### config.mk
export PLATFORM = sky130hd
export DESIGN_NAME = alu_cmd_issuer
export DESIGN_NICKNAME = d
export VERILOG_FILES = /design/src/rtl/alu_cmd_pkg.sv /design/src/rtl/alu_regfile.sv /design/src/rtl/alu_cmd_issuer.sv
export SDC_FILE = /design/constraint.sdc
export NUM_CORES = 1
export LEC_CHECK = 0
export CAP_MARGIN = 20
export CORE_ASPECT_RATIO = 1.4
export CORE_MARGIN = 1
export CORE_UTILIZATION = 44
export DETAILED_ROUTE_END_ITERATION = 8
export PLACE_DENSITY = 0.72
export SKIP_LAST_GASP = 1
export SYNTH_ARGS = -nofsm -noshare
export SYNTH_HDL_FRONTEND = slang
export SYNTH_SLANG_ARGS = --single-unit
### constraint.sdc
create_clock -name clk -period 1.68 [get_ports clk]
set_input_delay 0.336 -clock clk [delete_from_list [all_inputs] [get_ports clk]]
set_output_delay 0.336 -clock clk [all_outputs]
set_load 0.02 [all_outputs]
### src/rtl/alu_cmd_pkg.sv
// Shared definitions for the ALU command issuer: sizes, FSM states and ALU select codes.
package alu_cmd_pkg;

    localparam int unsigned DATA_W = 4;
    localparam int unsigned NREG   = 4;
    localparam int unsigned ADDR_W = $clog2(NREG);

    typedef enum logic [1:0] {
        StIdle  = 2'd0,
        StIssue = 2'd1,
        StResp  = 2'd2
    } state_t;

    // sel[3]=0 arithmetic (sel[2:1] picks the y-side term, sel[0] is carry-in), sel[3]=1 logic
    localparam logic [3:0] SEL_PASS = 4'b0000;
    localparam logic [3:0] SEL_INC  = 4'b0001;
    localparam logic [3:0] SEL_ADD  = 4'b0010;
    localparam logic [3:0] SEL_ADDC = 4'b0011;
    localparam logic [3:0] SEL_SUBB = 4'b0100;
    localparam logic [3:0] SEL_SUB  = 4'b0101;
    localparam logic [3:0] SEL_DEC  = 4'b0110;
    localparam logic [3:0] SEL_AND  = 4'b1000;
    localparam logic [3:0] SEL_OR   = 4'b1001;
    localparam logic [3:0] SEL_XOR  = 4'b1010;
    localparam logic [3:0] SEL_NOT  = 4'b1011;

endpackage

### src/rtl/alu_regfile.sv
// 4x4-bit register file: two asynchronous read ports, one synchronous write port,
// synchronous active-low clear.
module alu_regfile
    import alu_cmd_pkg::*;
(
    input  logic              i_clk,
    input  logic              i_reset_n,
    input  logic [ADDR_W-1:0] i_raddr_a,
    output logic [DATA_W-1:0] o_rdata_a,
    input  logic [ADDR_W-1:0] i_raddr_b,
    output logic [DATA_W-1:0] o_rdata_b,
    input  logic              i_we,
    input  logic [ADDR_W-1:0] i_waddr,
    input  logic [DATA_W-1:0] i_wdata
);

    logic [DATA_W-1:0] r_mem [NREG];

    // Clear dominates any write so an aborted command leaves nothing behind.
    always_ff @(posedge i_clk) begin
        if (!i_reset_n) begin
            for (int i = 0; i < int'(NREG); i++) begin
                r_mem[i] <= '0;
            end
        end else if (i_we) begin
            r_mem[i_waddr] <= i_wdata;
        end
    end

    assign o_rdata_a = r_mem[i_raddr_a];
    assign o_rdata_b = r_mem[i_raddr_b];

endmodule

### src/rtl/alu_cmd_issuer.sv
// Command-side master for an external 4-bit combinational ALU. Reads operands from a
// register file, issues them for one cycle, writes the result back, keeps a carry flag
// and returns each result over valid/ready.
// Optional build macro ALU_CMD_CARRY_CHAIN_EN adds cmd_chain, which substitutes the stored
// carry for sel[0] on arithmetic ops (multiword add/sub).
module alu_cmd_issuer
    import alu_cmd_pkg::*;
(
    input  logic              clk,
    input  logic              reset_n,
    input  logic              cmd_valid,
    output logic              cmd_ready,
    input  logic              cmd_load,
    input  logic [3:0]        cmd_op,
    input  logic [ADDR_W-1:0] cmd_rd,
    input  logic [ADDR_W-1:0] cmd_rs,
    input  logic [ADDR_W-1:0] cmd_rt,
    input  logic [DATA_W-1:0] cmd_imm,
`ifdef ALU_CMD_CARRY_CHAIN_EN
    input  logic              cmd_chain,
`endif
    output logic [DATA_W-1:0] alu_x,
    output logic [DATA_W-1:0] alu_y,
    output logic [3:0]        alu_sel,
    input  logic [DATA_W-1:0] alu_out,
    input  logic              alu_cout,
    output logic              rsp_valid,
    input  logic              rsp_ready,
    output logic [DATA_W-1:0] rsp_data,
    output logic              rsp_cout
);

    state_t              r_state;
    logic [ADDR_W-1:0]   r_rd;
    logic                r_logic;
    logic                r_carry;
    logic [DATA_W-1:0]   r_alu_x;
    logic [DATA_W-1:0]   r_alu_y;
    logic [3:0]          r_alu_sel;
    logic                r_rsp_valid;
    logic [DATA_W-1:0]   r_rsp_data;
    logic                r_rsp_cout;

    logic [DATA_W-1:0]   w_rdata_a;
    logic [DATA_W-1:0]   w_rdata_b;
    logic                w_we;
    logic [ADDR_W-1:0]   w_waddr;
    logic [DATA_W-1:0]   w_wdata;
    logic [3:0]          w_sel;

    assign cmd_ready = reset_n && (r_state == StIdle);

    // Select code to register at accept; chaining only affects arithmetic ops.
    always_comb begin
        w_sel = cmd_op;
`ifdef ALU_CMD_CARRY_CHAIN_EN
        if (cmd_chain && !cmd_op[3]) begin
            w_sel[0] = r_carry;
        end
`endif
    end

    // Writeback: loads write at accept, ALU ops at the ISSUE->RESP edge.
    always_comb begin
        w_we    = 1'b0;
        w_waddr = cmd_rd;
        w_wdata = cmd_imm;
        case (r_state)
            StIdle: begin
                w_we = cmd_valid && cmd_load;
            end
            StIssue: begin
                w_we    = 1'b1;
                w_waddr = r_rd;
                w_wdata = alu_out;
            end
            default: ;
        endcase
    end

    alu_regfile u_regfile (
        .i_clk     (clk),
        .i_reset_n (reset_n),
        .i_raddr_a (cmd_rs),
        .o_rdata_a (w_rdata_a),
        .i_raddr_b (cmd_rt),
        .o_rdata_b (w_rdata_b),
        .i_we      (w_we),
        .i_waddr   (w_waddr),
        .i_wdata   (w_wdata)
    );

    // Control FSM with registered ALU drive, carry flag and response outputs.
    always_ff @(posedge clk) begin
        if (!reset_n) begin
            r_state     <= StIdle;
            r_rd        <= '0;
            r_logic     <= 1'b0;
            r_carry     <= 1'b0;
            r_alu_x     <= '0;
            r_alu_y     <= '0;
            r_alu_sel   <= '0;
            r_rsp_valid <= 1'b0;
            r_rsp_data  <= '0;
            r_rsp_cout  <= 1'b0;
        end else begin
            case (r_state)
                StIdle: begin
                    if (cmd_valid) begin
                        if (cmd_load) begin
                            r_rsp_valid <= 1'b1;
                            r_rsp_data  <= cmd_imm;
                            r_rsp_cout  <= 1'b0;
                            r_state     <= StResp;
                        end else begin
                            r_alu_x   <= w_rdata_a;
                            r_alu_y   <= w_rdata_b;
                            r_alu_sel <= w_sel;
                            r_rd      <= cmd_rd;
                            r_logic   <= cmd_op[3];
                            r_state   <= StIssue;
                        end
                    end
                end
                StIssue: begin
                    r_rsp_valid <= 1'b1;
                    r_rsp_data  <= alu_out;
                    if (r_logic) begin
                        r_rsp_cout <= 1'b0;
                    end else begin
                        r_rsp_cout <= alu_cout;
                        r_carry    <= alu_cout;
                    end
                    r_state <= StResp;
                end
                StResp: begin
                    if (rsp_ready) begin
                        r_rsp_valid <= 1'b0;
                        r_state     <= StIdle;
                    end
                end
                default: begin
                    r_state <= StIdle;
                end
            endcase
        end
    end

    assign alu_x     = r_alu_x;
    assign alu_y     = r_alu_y;
    assign alu_sel   = r_alu_sel;
    assign rsp_valid = r_rsp_valid;
    assign rsp_data  = r_rsp_data;
    assign rsp_cout  = r_rsp_cout;

endmodule

* Word-level counts from Yosys, hierarchy flattened
Memories as Yosys holds them, arrays and structs flattened. A register that Yosys moved wholly into a read port is not among the register bits.
Index checks and enable logic that the tools add are counted.
** Cells by class
- Eq/ne operators :: 5
- Multiplexer cells :: 25
- Bitwise logic cells :: 1
- Reduce and logical (&&, ||, !) cells :: 12
** Operators with widths (count)
- 4-bit two-way mux :: 4
- 1-bit two-way mux :: 11
- 2-bit two-way mux :: 5
- 4-bit one-hot mux with 2 select lines :: 1
- 2-bit != test (second input constant) :: 3
- 2-bit one-hot mux with 3 select lines :: 1
- 3-bit AND reduction :: 2
- 1-bit one-hot mux with 2 select lines :: 2
- 4-bit AND reduction :: 1
- 4-bit OR reduction :: 1
- 1-bit one-hot mux with 3 select lines :: 1
- 3-bit nonzero test :: 1
- 2-bit by 1-bit equality test with 1-bit output (second input constant) :: 1
- 2-bit equality test (second input constant) :: 1
- 1-bit logical AND :: 2
- 1-bit zero test :: 2
- 2-bit zero test :: 1
- 2-bit AND reduction :: 1
- 2-bit nonzero test :: 1
- 1-bit inverter :: 1
** Storage, ports and cells
- Register bits after elaboration :: 15
- Memory bits (writable) :: 16
- Memories :: 1
- Word-level logic and storage cells :: 51
** Memories
- u_regfile.r_mem :: words 4, width 4, rd ports 2, clocked after Yosys merged registers in 2, wr ports 4, line alu_regfile.sv:17 : logic [DATA_W-1:0] r_mem [NREG];

* Logic depth before layout (Yosys ltp)
- Depth after elaboration :: 7
- Gate-level depth with buffers :: 5
- Gate-level depth less buffers :: 3

* Cells and area by module
A second synthesis with hierarchy kept.
** Unflattened totals
- Cell total of the unflattened synthesis :: 154
- Area, all modules :: 1833.0 µm²
** Modules (own cells, without submodules)
- alu_cmd_issuer :: area each 964.7 µm², cells each 102, instances 1
- alu_regfile :: area each 868.3 µm², cells each 52, instances 1

* Least setup slack after synthesis
Ideal clock, no wire load.
- Kind :: register to register
- From :: register r_state[1]
- To :: memory u_regfile.r_mem[0][0], enable pin
- Buffers on the path :: 1
- Arrival time :: 1.253 ns
- Required time :: 1.319 ns
- Stages on the path, launching flop included :: 5
- Path slack :: 0.066 ns
- Cell sequence :: dfxtp_1 buf_4 nor4b_1 a31oi_1 o21ai_0
** RTL lines
- from (decl) :: line alu_cmd_issuer.sv:33 : state_t r_state;
- from (signal assigned) :: line alu_cmd_issuer.sv:96 : r_state <= StIdle;
- from (signal assigned) :: line alu_cmd_issuer.sv:114 : r_state <= StResp;
- from (signal assigned) :: line alu_cmd_issuer.sv:121 : r_state <= StIssue;
- to (decl) :: line alu_regfile.sv:17

* Worst setup path in the final report
- From :: input port reset_n
- To :: output port cmd_ready
** Between the ends
- Cells in the longest elaborated chain, start to end :: 1
** Ends and longest elaborated chain
- from (decl) :: line alu_cmd_issuer.sv:10 : input logic reset_n,
- 1-bit logical AND :: line alu_cmd_issuer.sv:51 : assign cmd_ready = reset_n && (r_state == StIdle);
- to (decl) :: line alu_cmd_issuer.sv:12 : output logic cmd_ready,
No other way between the ends.

==> results.md <==
* Number of global-route vias before repair at approximately 1,400
* Top Family by Delay on Critical Path: buffers and inverters
* Postcts setup bufs at 0
* Post-Place Setup Slack at -334 ps
* Most used DFF post-synth: dfxtp_1
* Clock Path Buffers at 2
* Root buffer cell: clkbuf_8
* Hold Path Cell Cnt at 2
* Mapped cell area at ~1700 um^2
* Total clock buffers created by CTS at 5
* VDD IR max at ~0.58 mV
* CP Max Fanout at 2
* Worst slew margin at 0.780
* Post-synth top area share at 0.275
* P_leak at 0.846 nW
* GPL Wtd Cong at between 0.7 and 0.8
* Area leader, netlist: edfxtp_1
* WP buf/inv at 3
* Die Wd at 55.3 um
* Hold Path End: alu_x[1]$_SDFFE_PN0P_
* ANT nets after route at 0
* GR Util met1 at 0.201
* CP max stage cell: clkdlybuf4s50_1
* DIE AREA at 4230 um^2
* GRT Util Overall at 0.205
* Total power at around 2.0 mW
* Synth area leaders: edfxtp_1, dfxtp_1, mux4_2
* Crit share post-route at 0.937
* IO Count at 43
* Reg clk slew, reported paths at approximately 70 ps
* Pins Over Slew Limit at 0
* Clock Sinks at 38
* Async set-reset flop share out of synthesis at 0
* Status: finished, final reports clean
* Power Density at roughly 840 nW/um^2
* DRC at 0
* Global-route wire length before repair at roughly 6.6 mm
* Reg-to-reg setup timing slack at 150 ps
* Worst R2R Path Depth at 5
* Final core occ at 0.637
* Router iterations before antenna repair at 4
* Worst R2R Start: r_state[1]$_SDFFE_PN0P_
* Port Buffer Count at between 40 and 50
* Hold Crit Class: flop to flop
* Tmin final at ~1600 ps
* Mapped Cells at between 100 and 150
* CP arrival at 1240 ps
* HP Start: alu_x[1]$_SDFFE_PN0P_
* Detailed Route Iter0 Violations at 41
* NumNets Final at roughly 230
* Setup TNS at 0 ps
* Syn avg cell area at between 10 and 15 um^2
* FP Rows at 26
* Max-Cap Viols at 0
* Largest net degree at the start of global routing at 17
* Peak Freq at 0.635 GHz
* Initial antenna violation count at 0
* Met3 Use GR at 0.0492
* WP data required at 1340 ps
* Synth unique cells at 28
* Critical path class: input pin to output port
* Overall routed net length at roughly 4.0 mm
* Starting Density at 0.471
* N_diodes at 0
* Die Span Y at between 70 and 80 um
* Hold_ws at ~460 ps
* Area grow syn2layout at 35.3%
* Warnings, synthesis at 0
* Cell with the most instances after synthesis: dfxtp_1
* Crit path launch type: input pin
* Worst Max-Slew Pin Slew at roughly 330 ps
* RSZ-0062 raised after global routing: false
* Final clock skew at between 8 and 9 ps
* FF-to-FF End: u_regfile.r_mem[0][3]$_SDFFCE_PN0P_
* Global-route met2 utilization at 0.386
* Gr ovfl total at 0
* Seq cells post-synth at 38
* Worst path cell trace: clkdlybuf4s50_1, inv_1, nor3_1, buf_2
* Dpl hpwl at 3.18 mm
* Via Count at around 1,400
* Max incr delay on CP at 490 ps
* Setup violators final at 0
* Core Region at ~3700 um^2
* Busiest grt layer: met2
* Vias/cell at ~5.6
* Worst setup margin at 106 ps
* Post-synth top cells: dfxtp_1, edfxtp_1, nor3_1, nor2_1, mux2i_1
* EDFF count, synth at 16
* Seq/Total Area, Yosys at 0.527
* Avg WL per Cell at approximately 16 um
* Syn_nets at 170
* CTS tree: done
* Crit end category: output port
* Fin. Hold Viols at 0
* Share of post-route cells with drive strength above 1 at 0.176
* Worst-skew pair later-pin latency at around 280 ps
* H-tree depth at 2
## layout make-up
| type | count | area [um^2] |
|---|---|---|
| Timing Repair Buffer | 60 | 551 |
| Multi-Input combinational cell | 94 | 744 |
| Clock buffer | 7 | 76.3 |
| Sequential cell | 38 | 921 |
| Inverter | 5 | 18.8 |
| Tap cell | 42 | 52.6 |
| Fill cell | 317 | 1350 |
## worst max-delay path by stage
stage	startpoint	to	cells after the start
2_1_floorplan	r_state[1]$_SDFFE_PN0P_	u_regfile.r_mem[0][0]$_SDFFCE_PN0P_	4
6_report	reset_n	cmd_ready	4
3_5_place_dp	reset_n	cmd_ready	4
3_3_place_gp	reset_n	cmd_ready	4
4_1_cts	r_logic$_SDFFE_PN0P_	alu_sel[3]	1
5_1_grt	r_state[1]$_SDFFE_PN0P_	u_regfile.r_mem[0][1]$_SDFFCE_PN0P_	5
## logic make-up after synthesis
family	synth area share
compound gates	0.120
buf+inv	0.0466
flops	0.527
mux	0.160
simple gates	0.146
## worst register-to-register path, delay by kind of cell (launching register included)
kind            cells  cell delay (ps)
buf+inv             2              350
flops               1              340
simple gates        1              330
compound gates      2              250
## per-layer routing
metal / part of all wire / up-vias
met5: 0 / -
met4: 0.021 / 0
met3: 0.035 / 8
met2: 0.57 / 41
met1: 0.37 / 656
li1: - / 667
## registers in the layout (all words and copies together) (netlist names)
register,cells
alu_y,4
rsp_cout,1
r_rd,2
rsp_valid,1
r_logic,1
rsp_data,4
alu_x,4
alu_sel,3
u_regfile.r_mem,16
r_state,2
## power breakdown
| group | internal, mW | total, mW | switching (mW) | leakage [nW] |
|---|---|---|---|---|
| Combinational | 0.200 | 0.379 | 0.179 | 0.460 |
| Sequential | 1.02 | 1.05 | 0.0317 | 0.348 |
| Clock | 0.285 | 0.568 | 0.282 | 0.0383 |
| Total | 1.50 | 1.99 | 0.493 | 0.846 |
## layout by cell type (no fill, tap or decap), drive strengths merged
cell / Yosys / routed
clkdlybuf4s50: 0 / 41
dfxtp: 22 / 22
buf: 7 / 19
edfxtp: 16 / 16
nor3: 13 / 13
nor2: 11 / 11
mux2i: 10 / 10
nand2: 9 / 9
a21oi: 8 / 8
mux4: 8 / 8
o2bb2ai: 8 / 8
o21ai: 7 / 7
clkbuf: 2 / 7
inv: 5 / 5
a31oi: 4 / 4
a211oi: 4 / 4
nor4bb: 2 / 2
nor4b: 2 / 2
a21o: 1 / 1
nand3: 1 / 1
and2b: 1 / 1
nand2b: 1 / 1
and4b: 1 / 1
and2: 1 / 1
nand3b: 1 / 1
or3: 1 / 1
## what timing repair did
item / in CTS / in global routing
hold buffers: 0 / 0
setup endpoints to repair: 1 / 0
gates resized for setup: 5 / 0
## metrics by stage
step                std cells  cell area (um^2)
floorplan                 146              1750
global placement          239              2290
detailed placement        239              2290
CTS                       246              2360
global route              246              2360
finish                    246              2360
(Power assumes the default switching activity.)
